### src/rtl/eva_mem_initiator.sv
// eva_mem_initiator: command-stream bus initiator for the EVA_MEM_WRAP memory port.
// Issues one registered memory op per accepted command. Reads are tracked through
// a RD_LAT-deep valid pipeline. Read data returns in order through a show-ahead FIFO.
// Optional feature macro: EVA_MINIT_CHK_EN (expected-data compare, rsp_err, err_cnt).
module eva_mem_initiator #(
    parameter int WIDTH     = 32,
    parameter int MASKBITS  = 1,
    parameter int RD_LAT    = 1,
    parameter int RSP_DEPTH = 4
) (
    input  logic                clk,
    input  logic                rst_n,
    input  logic                cmd_valid,
    output logic                cmd_ready,
    input  logic                cmd_wr,
    input  logic [31:0]         cmd_addr,
    input  logic [MASKBITS-1:0] cmd_wmsk,
    input  logic [WIDTH-1:0]    cmd_wdata,
`ifdef EVA_MINIT_CHK_EN
    input  logic [WIDTH-1:0]    cmd_exp,
`endif
    output logic                rsp_valid,
    input  logic                rsp_ready,
    output logic [WIDTH-1:0]    rsp_data,
`ifdef EVA_MINIT_CHK_EN
    output logic                rsp_err,
    output logic [15:0]         err_cnt,
`endif
    output logic                mem_rd,
    output logic [MASKBITS-1:0] mem_we,
    output logic [31:0]         mem_addr,
    output logic [WIDTH-1:0]    mem_wdata,
    input  logic [WIDTH-1:0]    mem_rdata,
    output logic                busy
);

    localparam int PW = $clog2(RSP_DEPTH);
    localparam int CW = PW + 1;

    logic                mem_rd_q,    mem_rd_d;
    logic [MASKBITS-1:0] mem_we_q,    mem_we_d;
    logic [31:0]         mem_addr_q,  mem_addr_d;
    logic [WIDTH-1:0]    mem_wdata_q, mem_wdata_d;
    logic [RD_LAT-1:0]   rd_sr_q,     rd_sr_d;
    logic [CW-1:0]       inflight_q,  inflight_d;
    logic [CW-1:0]       fifo_cnt_q,  fifo_cnt_d;
    logic [PW-1:0]       wr_ptr_q,    wr_ptr_d;
    logic [PW-1:0]       rd_ptr_q,    rd_ptr_d;
    logic [WIDTH-1:0]    fifo_data_q [RSP_DEPTH];
    logic [WIDTH-1:0]    fifo_data_d [RSP_DEPTH];

    logic          accept;
    logic          acc_rd;
    logic          push;
    logic          pop;
    logic [CW-1:0] occ;

    // Credit is taken from registered counters only, so a pop frees a slot one cycle later.
    assign occ       = inflight_q + fifo_cnt_q;
    assign cmd_ready = (occ < CW'(RSP_DEPTH));
    assign busy      = (occ != '0);
    assign accept    = cmd_valid & cmd_ready;
    assign acc_rd    = accept & ~cmd_wr;
    assign push      = rd_sr_q[RD_LAT-1];
    assign rsp_valid = (fifo_cnt_q != '0);
    assign pop       = rsp_valid & rsp_ready;
    assign rsp_data  = rsp_valid ? fifo_data_q[rd_ptr_q] : '0;
    assign mem_rd    = mem_rd_q;
    assign mem_we    = mem_we_q;
    assign mem_addr  = mem_addr_q;
    assign mem_wdata = mem_wdata_q;

    // Next-state for the issue register, read-tracking pipeline, counters and FIFO pointers.
    always_comb begin
        mem_rd_d    = acc_rd;
        mem_we_d    = (accept && cmd_wr) ? cmd_wmsk : '0;
        mem_addr_d  = accept ? cmd_addr : mem_addr_q;
        mem_wdata_d = (accept && cmd_wr) ? cmd_wdata : mem_wdata_q;

        rd_sr_d    = '0;
        rd_sr_d[0] = mem_rd_q;
        for (int i = 1; i < RD_LAT; i++) begin
            rd_sr_d[i] = rd_sr_q[i-1];
        end

        inflight_d = inflight_q;
        if (acc_rd && !push) begin
            inflight_d = inflight_q + CW'(1);
        end else if (!acc_rd && push) begin
            inflight_d = inflight_q - CW'(1);
        end

        fifo_cnt_d = fifo_cnt_q;
        if (push && !pop) begin
            fifo_cnt_d = fifo_cnt_q + CW'(1);
        end else if (pop && !push) begin
            fifo_cnt_d = fifo_cnt_q - CW'(1);
        end

        wr_ptr_d = push ? wr_ptr_q + PW'(1) : wr_ptr_q;
        rd_ptr_d = pop  ? rd_ptr_q + PW'(1) : rd_ptr_q;
    end

    // FIFO storage write; capacity is guaranteed by the credit rule.
    always_comb begin
        fifo_data_d = fifo_data_q;
        if (push) begin
            fifo_data_d[wr_ptr_q] = mem_rdata;
        end
    end

    // Control state with synchronous active-low reset that discards everything in flight.
    always_ff @(posedge clk) begin
        if (!rst_n) begin
            mem_rd_q    <= 1'b0;
            mem_we_q    <= '0;
            mem_addr_q  <= '0;
            mem_wdata_q <= '0;
            rd_sr_q     <= '0;
            inflight_q  <= '0;
            fifo_cnt_q  <= '0;
            wr_ptr_q    <= '0;
            rd_ptr_q    <= '0;
        end else begin
            mem_rd_q    <= mem_rd_d;
            mem_we_q    <= mem_we_d;
            mem_addr_q  <= mem_addr_d;
            mem_wdata_q <= mem_wdata_d;
            rd_sr_q     <= rd_sr_d;
            inflight_q  <= inflight_d;
            fifo_cnt_q  <= fifo_cnt_d;
            wr_ptr_q    <= wr_ptr_d;
            rd_ptr_q    <= rd_ptr_d;
        end
    end

    // Data-only storage needs no reset: it is only observed behind valid bits.
    always_ff @(posedge clk) begin
        fifo_data_q <= fifo_data_d;
    end

`ifdef EVA_MINIT_CHK_EN
    logic [WIDTH-1:0] exp_issue_q, exp_issue_d;
    logic [WIDTH-1:0] exp_sr_q    [RD_LAT];
    logic [WIDTH-1:0] exp_sr_d    [RD_LAT];
    logic [WIDTH-1:0] fifo_exp_q  [RSP_DEPTH];
    logic [WIDTH-1:0] fifo_exp_d  [RSP_DEPTH];
    logic [15:0]      err_cnt_q,  err_cnt_d;

    assign rsp_err = rsp_valid & (rsp_data != fifo_exp_q[rd_ptr_q]);
    assign err_cnt = err_cnt_q;

    // Expected data rides alongside each read through the tag pipeline into the FIFO.
    always_comb begin
        exp_issue_d = acc_rd ? cmd_exp : exp_issue_q;
        exp_sr_d    = exp_sr_q;
        exp_sr_d[0] = exp_issue_q;
        for (int i = 1; i < RD_LAT; i++) begin
            exp_sr_d[i] = exp_sr_q[i-1];
        end
        fifo_exp_d = fifo_exp_q;
        if (push) begin
            fifo_exp_d[wr_ptr_q] = exp_sr_q[RD_LAT-1];
        end
        err_cnt_d = err_cnt_q;
        if (pop && rsp_err && (err_cnt_q != 16'hFFFF)) begin
            err_cnt_d = err_cnt_q + 16'd1;
        end
    end

    // Compare storage follows the data path; only the mismatch counter is reset.
    always_ff @(posedge clk) begin
        exp_issue_q <= exp_issue_d;
        exp_sr_q    <= exp_sr_d;
        fifo_exp_q  <= fifo_exp_d;
        if (!rst_n) begin
            err_cnt_q <= '0;
        end else begin
            err_cnt_q <= err_cnt_d;
        end
    end
`else
    // Without the compare feature responses carry read data only.
`endif

endmodule
### config.mk
export PLATFORM = sky130hd
export DESIGN_NAME = eva_mem_initiator
export DESIGN_NICKNAME = d
export VERILOG_FILES = /design/src/rtl/eva_mem_initiator.sv
export SDC_FILE = /design/constraint.sdc
export NUM_CORES = 1
export LEC_CHECK = 0
export ABC_AREA = 1
export BUFFER_PORTS_ARGS = -buffer_cell sky130_fd_sc_hd__buf_2
export CAP_MARGIN = 10
export CORE_UTILIZATION = 25
export DETAILED_ROUTE_END_ITERATION = 10
export PLACE_DENSITY_LB_ADDON = 0.12
export SLEW_MARGIN = 5
export SYNTH_ARGS = -nofsm -noshare
export SYNTH_HDL_FRONTEND = slang
export SYNTH_SLANG_ARGS = --single-unit
### constraint.sdc
create_clock -name clk -period 3.6 [get_ports clk]
set_clock_uncertainty 0.15 [all_clocks]
set_input_delay 0.72 -clock clk [delete_from_list [all_inputs] [get_ports clk]]
set_output_delay 0.72 -clock clk [all_outputs]
set_load 0.005 [all_outputs]
==> metrics.md, run 1 <==
| Metric | Value |
|---|---|
| Fin cells | `1556` |
| Yosys reg bits | `205` |
| Chip width | `190 um` |
| Die area | `36200 sq um` |
| Initial antenna violation count | `3` |
| Pwr dens | `700 nW/um^2` |
| Syn Area/Cell | `9.95 sq um` |
| Synth cell count leaders | `nor2_1 (163), edfxtp_1 (128), inv_1 (113)` |
| Final setup violation count | `0` |
| Outcome | `finished, final reports clean` |
| Area leader, netlist | `edfxtp_1` |
| DRT iter0 DRCs | `240` |
| Total power | `7720 uW` |
| Worst slew pin tran | `0.893 ns` |
| Crit Path Class | `register to primary output` |
| Post-CTS Setup Inserts | `0` |
| Top-count cell post-synth | `nor2_1` |
| Post-cts sizing count | `0` |
| Worst-path cell chain | `buf_4 -> nor2_1 -> nor2_1 -> o21ai_0 -> a21oi_1 -> buf_2` |
| Yosys warns | `0` |
| Post-cts hold buffer count | `0` |
| IO Count | `203` |
| Via count | `6442` |
| CTS tree | `built` |
| Most frequent CP cell | `nor2_1` |
| Layout area overhead | `24.6%` |
| CTS buffer count | `26` |
| Delay-heaviest family, CP | `buffers and inverters` |
| RSZ-0062 raised after global routing | `false` |
| Sw frac | `0.346` |
| Clock sinks | `205` |
| Layout cells sized above 1 | `0.301` |
| Initial Utilization | `0.255` |
| Mapped Area | `8850 sq um` |
| Max Fclk | `0.327 GHz` |
| Synth area leaders | `edfxtp_1 (43%), dfxtp_1 (17%), nor2_1 (6.9%)` |
| Critical path's slowest cell | `buf_4` |
| Global router's overall resource usage | `0.131` |
| CP endpoint kind | `primary output` |
| First-pass GRT wire length | `36.7 mm` |
| PortBufs | `202` |
| Final WS setup | `0.538 ns` |
| # placed instances | `1507` |
| Final critical-path share of the clock period | `0.851` |
| Tightest Hold Check Type | `input port to register` |
| GPL Wtd Cong | `0.683` |
| Post-synthesis sequential area ratio | `0.608` |
| Layout fillers | `3662` |
| DRT antenna net count | `0` |
| Combinational power share | `0.313` |
| Max cap viols | `0` |
| Max H-tree Level | `1` |
| Most used DFF post-synth | `edfxtp_1` |
| Post-DP HPWL | `13.7 mm` |
| Worst slew margin relative to its limit | `0.405` |
| Detailed-router iteration count before antenna repair | `4` |
| Clk_lat worst skew | `0.52 ns` |
| Library cells used by synthesis | `25` |
| DRC | `0` |
| Nets | `1192` |
| Wirelength per Cell | `15.3 um` |
| Setup_tns | `0 ns` |
| Largest net degree at the start of global routing | `65` |
| Peak ir drop on the vdd network | `0.334 mV` |
| Grt ovf | `0` |
| CP Max Fanout | `64` |
| Post-Syn Nets | `1002` |
| WP data arrival | `2.19 ns` |
| CTS max path bufs | `3` |
| Vias in the first global route | `6365` |
| Ys async rst share | `0` |
| Leakage power | `0.00469 uW` |
| Critical Path Max Stage Delay | `0.62 ns` |
| Syn Inst Count | `890` |
| Switching power | `2680 uW` |
| Share of power burned in registers | `0.364` |
| CP required | `2.73 ns` |
| Pint | `5050 uW` |
| Die Ht | `190 um` |
| Via/cell ratio | `4.14` |
| Worst-path clk slew | `0.05 ns` |
| Synth top area share | `0.434` |
| Hold Slack | `0.262 ns` |
| Final Hold Vio Count | `0` |
| Clock share of power | `0.322` |
| Fin. max-slew vios | `0` |
| Worst path bufs/invs | `2` |
| Total Routed Length | `23.8 mm` |
| Min Tclk post-route | `3.06 ns` |
| Startpoint types | `register` |
| Pre-CTS setup slack | `0.771 ns` |
| Root buffer cell | `clkbuf_16` |
| Core area | `34700 sq um` |
| Placement row count | `68` |
| Post-synth EDFFs | `128` |
-- state kept, by name, indices dropped and copies added (netlist names) --
signal       count
mem_wdata       32
mem_addr        32
mem_rd           1
wr_ptr_q         2
fifo_data_q    128
mem_we           1
rd_ptr_q         2
fifo_cnt_q       3
inflight_q       3
push             1
-- cells in the final DEF, fill, tap and decap left out --
cell type | synthesis | final
a21oi_1 | 44 | 44
a21oi_2 | 30 | 30
buf_12 | 5 | 1
buf_2 | 23 | 202
buf_4 | 3 | 15
bufinv_16 | 0 | 2
clkbuf_1 | 17 | 9
clkbuf_16 | 0 | 27
clkinv_1 | 0 | 6
clkinv_2 | 0 | 3
clkinvlp_4 | 0 | 1
dfxtp_1 | 77 | 76
dfxtp_2 | 0 | 1
diode_2 | 0 | 1
edfxtp_1 | 128 | 128
fa_1 | 3 | 3
ha_1 | 7 | 7
inv_1 | 113 | 113
inv_2 | 3 | 3
nand2_1 | 112 | 112
nand2_2 | 4 | 4
nand2_4 | 2 | 2
nand3_1 | 1 | 1
nand3_2 | 33 | 33
nand4_1 | 32 | 32
nand4_4 | 1 | 1
nor2_1 | 163 | 163
nor2_2 | 6 | 6
nor3_1 | 1 | 1
o21ai_0 | 74 | 74
-- final cells by class --
class,instances,area [sq um],area share
Sequential cell,205,5390,0.488
Inverter,116,435,0.0395
Multi-Input combinational cell,513,2680,0.243
Antenna cell,1,2.50,0.000227
Tap cell,455,569,0.0516
Timing Repair Buffer,218,1140,0.104
Clock buffer,36,709,0.0643
Clock inverter,12,105,0.00953
-- power by group through the flow --
stage               combinational (uW)  sequential, uW  clock (uW)
finish                            2420            2810        2490
CTS                               2510            2810        2610
detailed placement                2500            2860           0
floorplan                         1650            2860           0
global route                      2740            2840        2700
global placement                  2510            2860           0
-- worst reg2reg max path: stages (launching register included) --
cell     delay [ns]
dfxtp_1        0.36
ha_1           0.21
fa_1           0.42
inv_1          0.11
nand2_2        0.07
nand2_2        0.07
nand2_2        0.06
nand2_4        0.08
nand2_4        0.04
nor2_1         0.10
ha_1           0.15
inv_1          0.06
fa_1           0.37
a21oi_1        0.14
o21ai_0        0.11
o21ai_0        0.16
a21oi_1        0.05
-- cell families after synthesis --
logic type	count (synthesis)	share of synthesized area
flops	205	0.608
compound gates	148	0.0964
buf+inv	172	0.0892
fa+ha+maj	10	0.0167
simple gates	355	0.190
-- final timing paths --
kind | start | endpoint | slack, ns | cells past startpoint
max | rd_ptr_q[0] | rsp_data[13] | 0.54 | 6
min | mem_rdata[2] | fifo_data_q[34] | 0.26 | 1
max reg2reg | fifo_cnt_q[0] | inflight_q[2] | 0.78 | 16
min reg2reg | mem_addr[0] | mem_addr[0] | 0.31 | 2
-- metal layers --
layer / part of all wire / up-vias / GRT usage
met2: 0.46 / 157 / 0.214
met4: 0.015 / 2 / 0.0283
met5: 0.00071 / - / 0
met3: 0.082 / 33 / 0.0478
li1: - / 3297 / -
met1: 0.44 / 2953 / 0.164
-- metrics by stage --
| step | area, sq um | util |
|---|---|---|
| after floorplan | 8850 | - |
| after global placement | 10200 | 0.294 |
| after detailed placement | 10200 | 0.294 |
| after CTS | 11000 | 0.318 |
| after global routing | 11000 | 0.318 |
| final | 11000 | 0.318 |
Power figures use the tool's default switching activity.
==> run 2, diff against run 1 <==
--- a/config.mk
+++ b/config.mk
@@ -10,6 +10,7 @@
 export CAP_MARGIN = 10
 export CORE_UTILIZATION = 25
 export DETAILED_ROUTE_END_ITERATION = 10
+export GPL_TIMING_DRIVEN = 0
 export PLACE_DENSITY_LB_ADDON = 0.12
 export SLEW_MARGIN = 5
 export SYNTH_ARGS = -nofsm -noshare
==> run 2 against run 1 <==
  * Count of clock-buffer cells in the layout increased by 2
  * Worst setup slack got worse by 0.22 ns
  * Critical endpoint is now busy
  * Combinational power increased by 12%
  * Critical path depth increased by 5
  * Critical path type unchanged
  * Wire length increased by 3.1%
==> metrics.md, run 2 (same netlist as run 1, synthesis figures left out) <==
| Metric | Value |
|---|---|
| Outcome | `finished, final reports clean` |
| Area of the multi-input gates | `2680 sq um` |
| Final setup violation count | `0` |
| Core area | `34700 sq um` |
| Layout area overhead | `28.0%` |
| Crit Path Class | `register to primary output` |
| Min-delay src | `mem_rdata[18]` |
| Largest register FFs | `128` |
| Die Ht | `190 um` |
| Clk_lat worst skew | `0.52 ns` |
| Global router's overall resource usage | `0.136` |
| Worst slew pin tran | `0.748 ns` |
| Final Hold Vio Count | `0` |
| Pwr dens | `705 nW/um^2` |
| Routing usage on met1 | `0.170` |
| Leakage power | `0.00483 uW` |
| Largest net degree at the start of global routing | `21` |
| Tightest Hold Check Type | `input port to register` |
| CP endpoint kind | `primary output` |
| PortBufs | `200` |
| Worst R2R Start | `fifo_cnt_q[0]` |
| Vias in the first global route | `6689` |
| Post-cts sizing count | `0` |
| Min Tclk post-route | `3.28 ns` |
| Initial Utilization | `0.255` |
| Root buffer cell | `clkbuf_16` |
| GPL Wtd Cong | `0.713` |
| Worst slew margin relative to its limit | `0.501` |
| FF-to-FF setup slack | `0.44 ns` |
| Clock sinks | `205` |
| Via/cell ratio | `4.15` |
| DRT antenna net count | `0` |
| Worst Reg-to-Reg Cells | `17` |
| Placement row count | `68` |
| Reg area | `5390 sq um` |
| Post-cts hold buffer count | `0` |
| Max cap viols | `0` |
| Wirelength per Cell | `15.4 um` |
| Initial antenna violation count | `3` |
| Fin. max-slew vios | `0` |
| Reg with most FFs | `fifo_data_q` |
| Commonest non-fill, non-tap cell in the layout | `buf_2` |
| Delay-heaviest family, CP | `adder cells` |
| CTS max path bufs | `3` |
| Max Fclk | `0.304 GHz` |
| Worst path bufs/invs | `4` |
| Worst hold path endpoint | `fifo_data_q[82]` |
| Startpoint types | `register` |
| Chip width | `190 um` |
| Peak ir drop on the vdd network | `0.310 mV` |
| DRT iter0 DRCs | `255` |
| Final critical-path share of the clock period | `0.912` |
| Most frequent CP cell | `nand2_2` |
| Worst-path clk slew | `0.06 ns` |
| Commonest non-fill, non-tap cells in the layout | `buf_2 (223), nor2_1 (163), edfxtp_1 (128), nand2_1 (112), inv_1 (109)` |
| RR Endpoint | `inflight_q[2]` |
| CTS tree | `built` |
| Die area | `36200 sq um` |
| CP required | `2.73 ns` |
| Util after Layout | `0.327` |
| Layout fillers | `3702` |
| Grt ovf | `0` |
| Max H-tree Level | `1` |
| Layout cells sized above 1 | `0.311` |
| IO Count | `203` |
| Met3 usage | `0.0424` |
| Met2 usage in global routing | `0.228` |
| CTS buffer count | `26` |
| Post-DP HPWL | `16.7 mm` |
| Setup_tns | `0 ns` |
| Post-CTS Setup Inserts | `0` |
| Detailed-router iteration count before antenna repair | `4` |
| DRC | `0` |
| Nets | `1234` |
| WP data arrival | `2.41 ns` |
| Gr busiest metal | `met2` |
| Critical path's slowest cell | `fa_1` |
| Worst-path cell chain | `ha_1 -> fa_1 -> inv_1 -> nand2_2 -> nand2_2 -> nand2_2 -> nand2_4 -> buf_12 -> buf_12 -> nand2_1 -> buf_2` |
| CP Max Fanout | `10` |
| Via count | `6638` |
| RSZ-0062 raised after global routing | `false` |
| Hold Path Stages | `1` |
| Total Routed Length | `24.6 mm` |
| First-pass GRT wire length | `38.3 mm` |
| Critical Path Max Stage Delay | `0.42 ns` |
run 2: cell count changes in the layout (fill, tap and decap cells not counted), sizes merged:
cell,before,now
clkinv,9,8
clkbuf,36,55
clkinvlp,1,0
buf,218,243
run 2: worst max path at each step:
stage                   from       endpoint  slack, ns  depth (start not counted)
6_report       fifo_cnt_q[0]           busy       0.32                         11
5_1_grt        inflight_q[0]  inflight_q[2]       0.17                         17
4_1_cts        fifo_cnt_q[0]           busy       0.26                         11
3_5_place_dp   fifo_cnt_q[0]  inflight_q[2]       0.40                         17
3_3_place_gp   inflight_q[0]  inflight_q[2]       0.46                         17
2_1_floorplan  inflight_q[0]  inflight_q[2]       0.74                         17
run 2: metal layers:
| layer | part of all wire | up-vias |
|---|---|---|
| met2 | 0.47 | 181 |
| met1 | 0.44 | 3030 |
| li1 | - | 3390 |
| met4 | 0.016 | 2 |
| met5 | 0.00041 | - |
| met3 | 0.076 | 35 |
run 2: per-stage QoR:
stage	worst slack [ns]	power, uW	hold slack [ns]	cell area, sq um	std cells
4_1_cts	0.255	8200	0.238	11300	1597
6_report	0.315	8000	0.267	11300	1598
3_3_place_gp	0.465	5640	0.277	10400	1545
5_1_grt	0.169	8580	0.237	11300	1597
2_1_floorplan	0.742	4510	0.282	8850	890
3_5_place_dp	0.402	5660	0.289	10500	1549
run 2: layout make-up:
cell class | count | share of cell area
Buffer | 56 | 0.0312
Clock inverter | 10 | 0.00850
Timing Repair Buffer | 204 | 0.0967
Sequential cell | 205 | 0.475
Clock buffer | 38 | 0.0632
Inverter | 116 | 0.0384
Multi-Input combinational cell | 513 | 0.236
Antenna cell | 1 | 0.000221
Tap cell | 455 | 0.0502
run 2: report_power, final:
part           total (uW)  switching, uW  leakage (uW)  internal (uW)
sequential           2810            113       0.00178           2690
clock                2490            972      0.000398           1510
combinational        2700           1660       0.00265           1040
==> run 3, diff against run 2 <==
--- a/config.mk
+++ b/config.mk
@@ -9,9 +9,11 @@
 export BUFFER_PORTS_ARGS = -buffer_cell sky130_fd_sc_hd__buf_2
 export CAP_MARGIN = 10
 export CORE_UTILIZATION = 25
+export CTS_CLUSTER_DIAMETER = 60
 export DETAILED_ROUTE_END_ITERATION = 10
 export GPL_TIMING_DRIVEN = 0
 export PLACE_DENSITY_LB_ADDON = 0.12
+export SETUP_SLACK_MARGIN = 0.1
 export SLEW_MARGIN = 5
 export SYNTH_ARGS = -nofsm -noshare
 export SYNTH_HDL_FRONTEND = slang
==> constraint.sdc (replaced) <==
create_clock -name clk -period 3.6 [get_ports clk]
set_clock_uncertainty 0.15 [all_clocks]
set_input_delay 0.18 -clock clk [delete_from_list [all_inputs] [get_ports clk]]
set_output_delay 0.18 -clock clk [all_outputs]
set_load 0.005 [all_outputs]
==> run 3 against run 2 <==
  * Maximum frequency up 4.0%
  * Total power grew 4.7%
  * Via count rose by 5.6%
  * Worst setup slack better by 0.13 ns
  * Die area did not move
  * Final cell count increased by 6.9%
  * Non-clock buffer count increased by 106
  * Sequential power is essentially flat
  * Sequential share of layout area shrank 4.4 points
  * First-iteration DRC count down 16%
  * Clock power rose by 10%
  * Largest cell class unchanged
==> metrics.md, run 3 (same netlist as run 1, synthesis figures left out) <==
| Metric | Value |
|---|---|
| Outcome | `finished, final reports clean` |
| RSZ-0062 raised after global routing | `false` |
| Global router's overall resource usage | `0.140` |
| Post-cts hold buffer count | `106` |
| Crit Path Class | `register to register` |
| DRC | `0` |
| Commonest non-fill, non-tap cells in the layout | `buf_2 (223), nor2_1 (163), edfxtp_1 (128), nand2_1 (112), inv_1 (109)` |
| Tightest Hold Check Type | `input port to register` |
| CTS max path bufs | `3` |
| Die area | `36200 sq um` |
| Final setup violation count | `0` |
| Post-cts sizing count | `0` |
| DRT antenna net count | `0` |
| Vias in the first global route | `7174` |
| Clock sinks | `205` |
| Detailed-router iteration count before antenna repair | `4` |
| Chip width | `190 um` |
| CP required | `3.86 ns` |
| Max H-tree Level | `1` |
| Worst slew margin relative to its limit | `0.494` |
| Util after Layout | `0.360` |
| DRT iter0 DRCs | `215` |
| Min Tclk post-route | `3.16 ns` |
| Initial Utilization | `0.255` |
| Total Routed Length | `25.2 mm` |
| Wirelength per Cell | `14.8 um` |
| Via count | `7013` |
| Initial antenna violation count | `2` |
| Setup_tns | `0 ns` |
| Pwr dens | `669 nW/um^2` |
| Max Fclk | `0.317 GHz` |
| Root buffer cell | `clkbuf_16` |
| Max cap viols | `0` |
| Worst slew pin tran | `0.759 ns` |
| CTS tree | `built` |
| Largest net degree at the start of global routing | `21` |
| Startpoint types | `register` |
| Post-DP HPWL | `16.7 mm` |
| Final critical-path share of the clock period | `0.878` |
| CTS buffer count | `28` |
| WP data arrival | `3.42 ns` |
| Fin. max-slew vios | `0` |
| Layout area overhead | `41.2%` |
| Clk_lat worst skew | `0.53 ns` |
| GPL Wtd Cong | `0.713` |
| Via/cell ratio | `4.11` |
| Final Hold Vio Count | `0` |
| PortBufs | `200` |
| First-pass GRT wire length | `39.6 mm` |
| Commonest non-fill, non-tap cell in the layout | `buf_2` |
| Layout cells sized above 1 | `0.289` |
| Nets | `1342` |
| Leakage power | `0.00534 uW` |
| CP Max Fanout | `10` |
| Largest register FFs | `128` |
| Core area | `34700 sq um` |
| Grt ovf | `0` |
| Reg with most FFs | `fifo_data_q` |
| CP endpoint kind | `register` |
| IO Count | `203` |
| Worst-path clk slew | `0.06 ns` |
| Post-CTS Setup Inserts | `0` |
| Placement row count | `68` |
| Die Ht | `190 um` |
| Peak ir drop on the vdd network | `0.320 mV` |
==> run 3: cell count changes in the layout (fill, tap and decap cells not counted), sizes merged <==
cell / change
inv: +1
clkbuf: +2
bufinv: +1
clkinvlp: +2
clkinv: -2
dlygate4sd3: +106
==> run 3: report_power, final <==
group	internal, uW	switching (uW)
Combinational	1130	1690
Sequential	2690	113
Clock	1710	1030
==> run 3: per-layer routing <==
| layer | GRT usage | wire length, um | vias to the layer above | share of wire |
|---|---|---|---|---|
| li1 | - | - | 3609 | - |
| met4 | 0.0345 | 439 | 0 | 0.017 |
| met2 | 0.237 | 11700 | 182 | 0.47 |
| met3 | 0.0395 | 1770 | 39 | 0.070 |
| met1 | 0.174 | 11300 | 3183 | 0.45 |
| met5 | 0 | 0 | - | 0 |
==> run 3: final cells by class <==
cell class,count,area [sq um]
antenna,1,2.50
clock inverter,12,146
fill,3613,22200
buffer,56,354
sequential,205,5390
multi-input combinational,513,2680
timing repair buffer,310,2160
tap,455,569
clock buffer,40,777
inverter,116,435
==> run 3: worst paths after layout <==
check,startpoint,endpoint,slack [ns],depth (start not counted)
worst max-delay path,fifo_cnt_q[0],inflight_q[2],0.44,17
worst min-delay path,cmd_valid,mem_we,0.05,4
worst max register to register,fifo_cnt_q[0],inflight_q[2],0.44,17
worst min register to register,mem_rd,push,0.29,2
==> run 3: metrics by stage <==
stage          std cells  power (uW)  cell area (sq um)  hold slack, ns  setup slack, ns
2_1_floorplan        890        4510               8850           0.129            0.742
3_3_place_gp        1545        5640              10400           0.251            0.465
3_5_place_dp        1549        5660              10500           0.252            0.402
4_1_cts             1707        8560              12500          0.0230            0.399
5_1_grt             1707        8960              12500          0.0680            0.150
6_report            1708        8370              12500          0.0460            0.441
==> run 3: critical path, stage by stage (launching register included) <==
cell and delay (ns):
dfxtp_1 0.36, ha_1 0.21, fa_1 0.42, inv_1 0.11, nand2_2 0.07, nand2_2 0.07, nand2_2 0.05, nand2_4 0.10
nand2_4 0.09, buf_2 0.21, nor2_1 0.13, ha_1 0.15, inv_1 0.07, fa_1 0.37, a21oi_1 0.14, o21ai_0 0.11
o21ai_0 0.16, a21oi_1 0.05
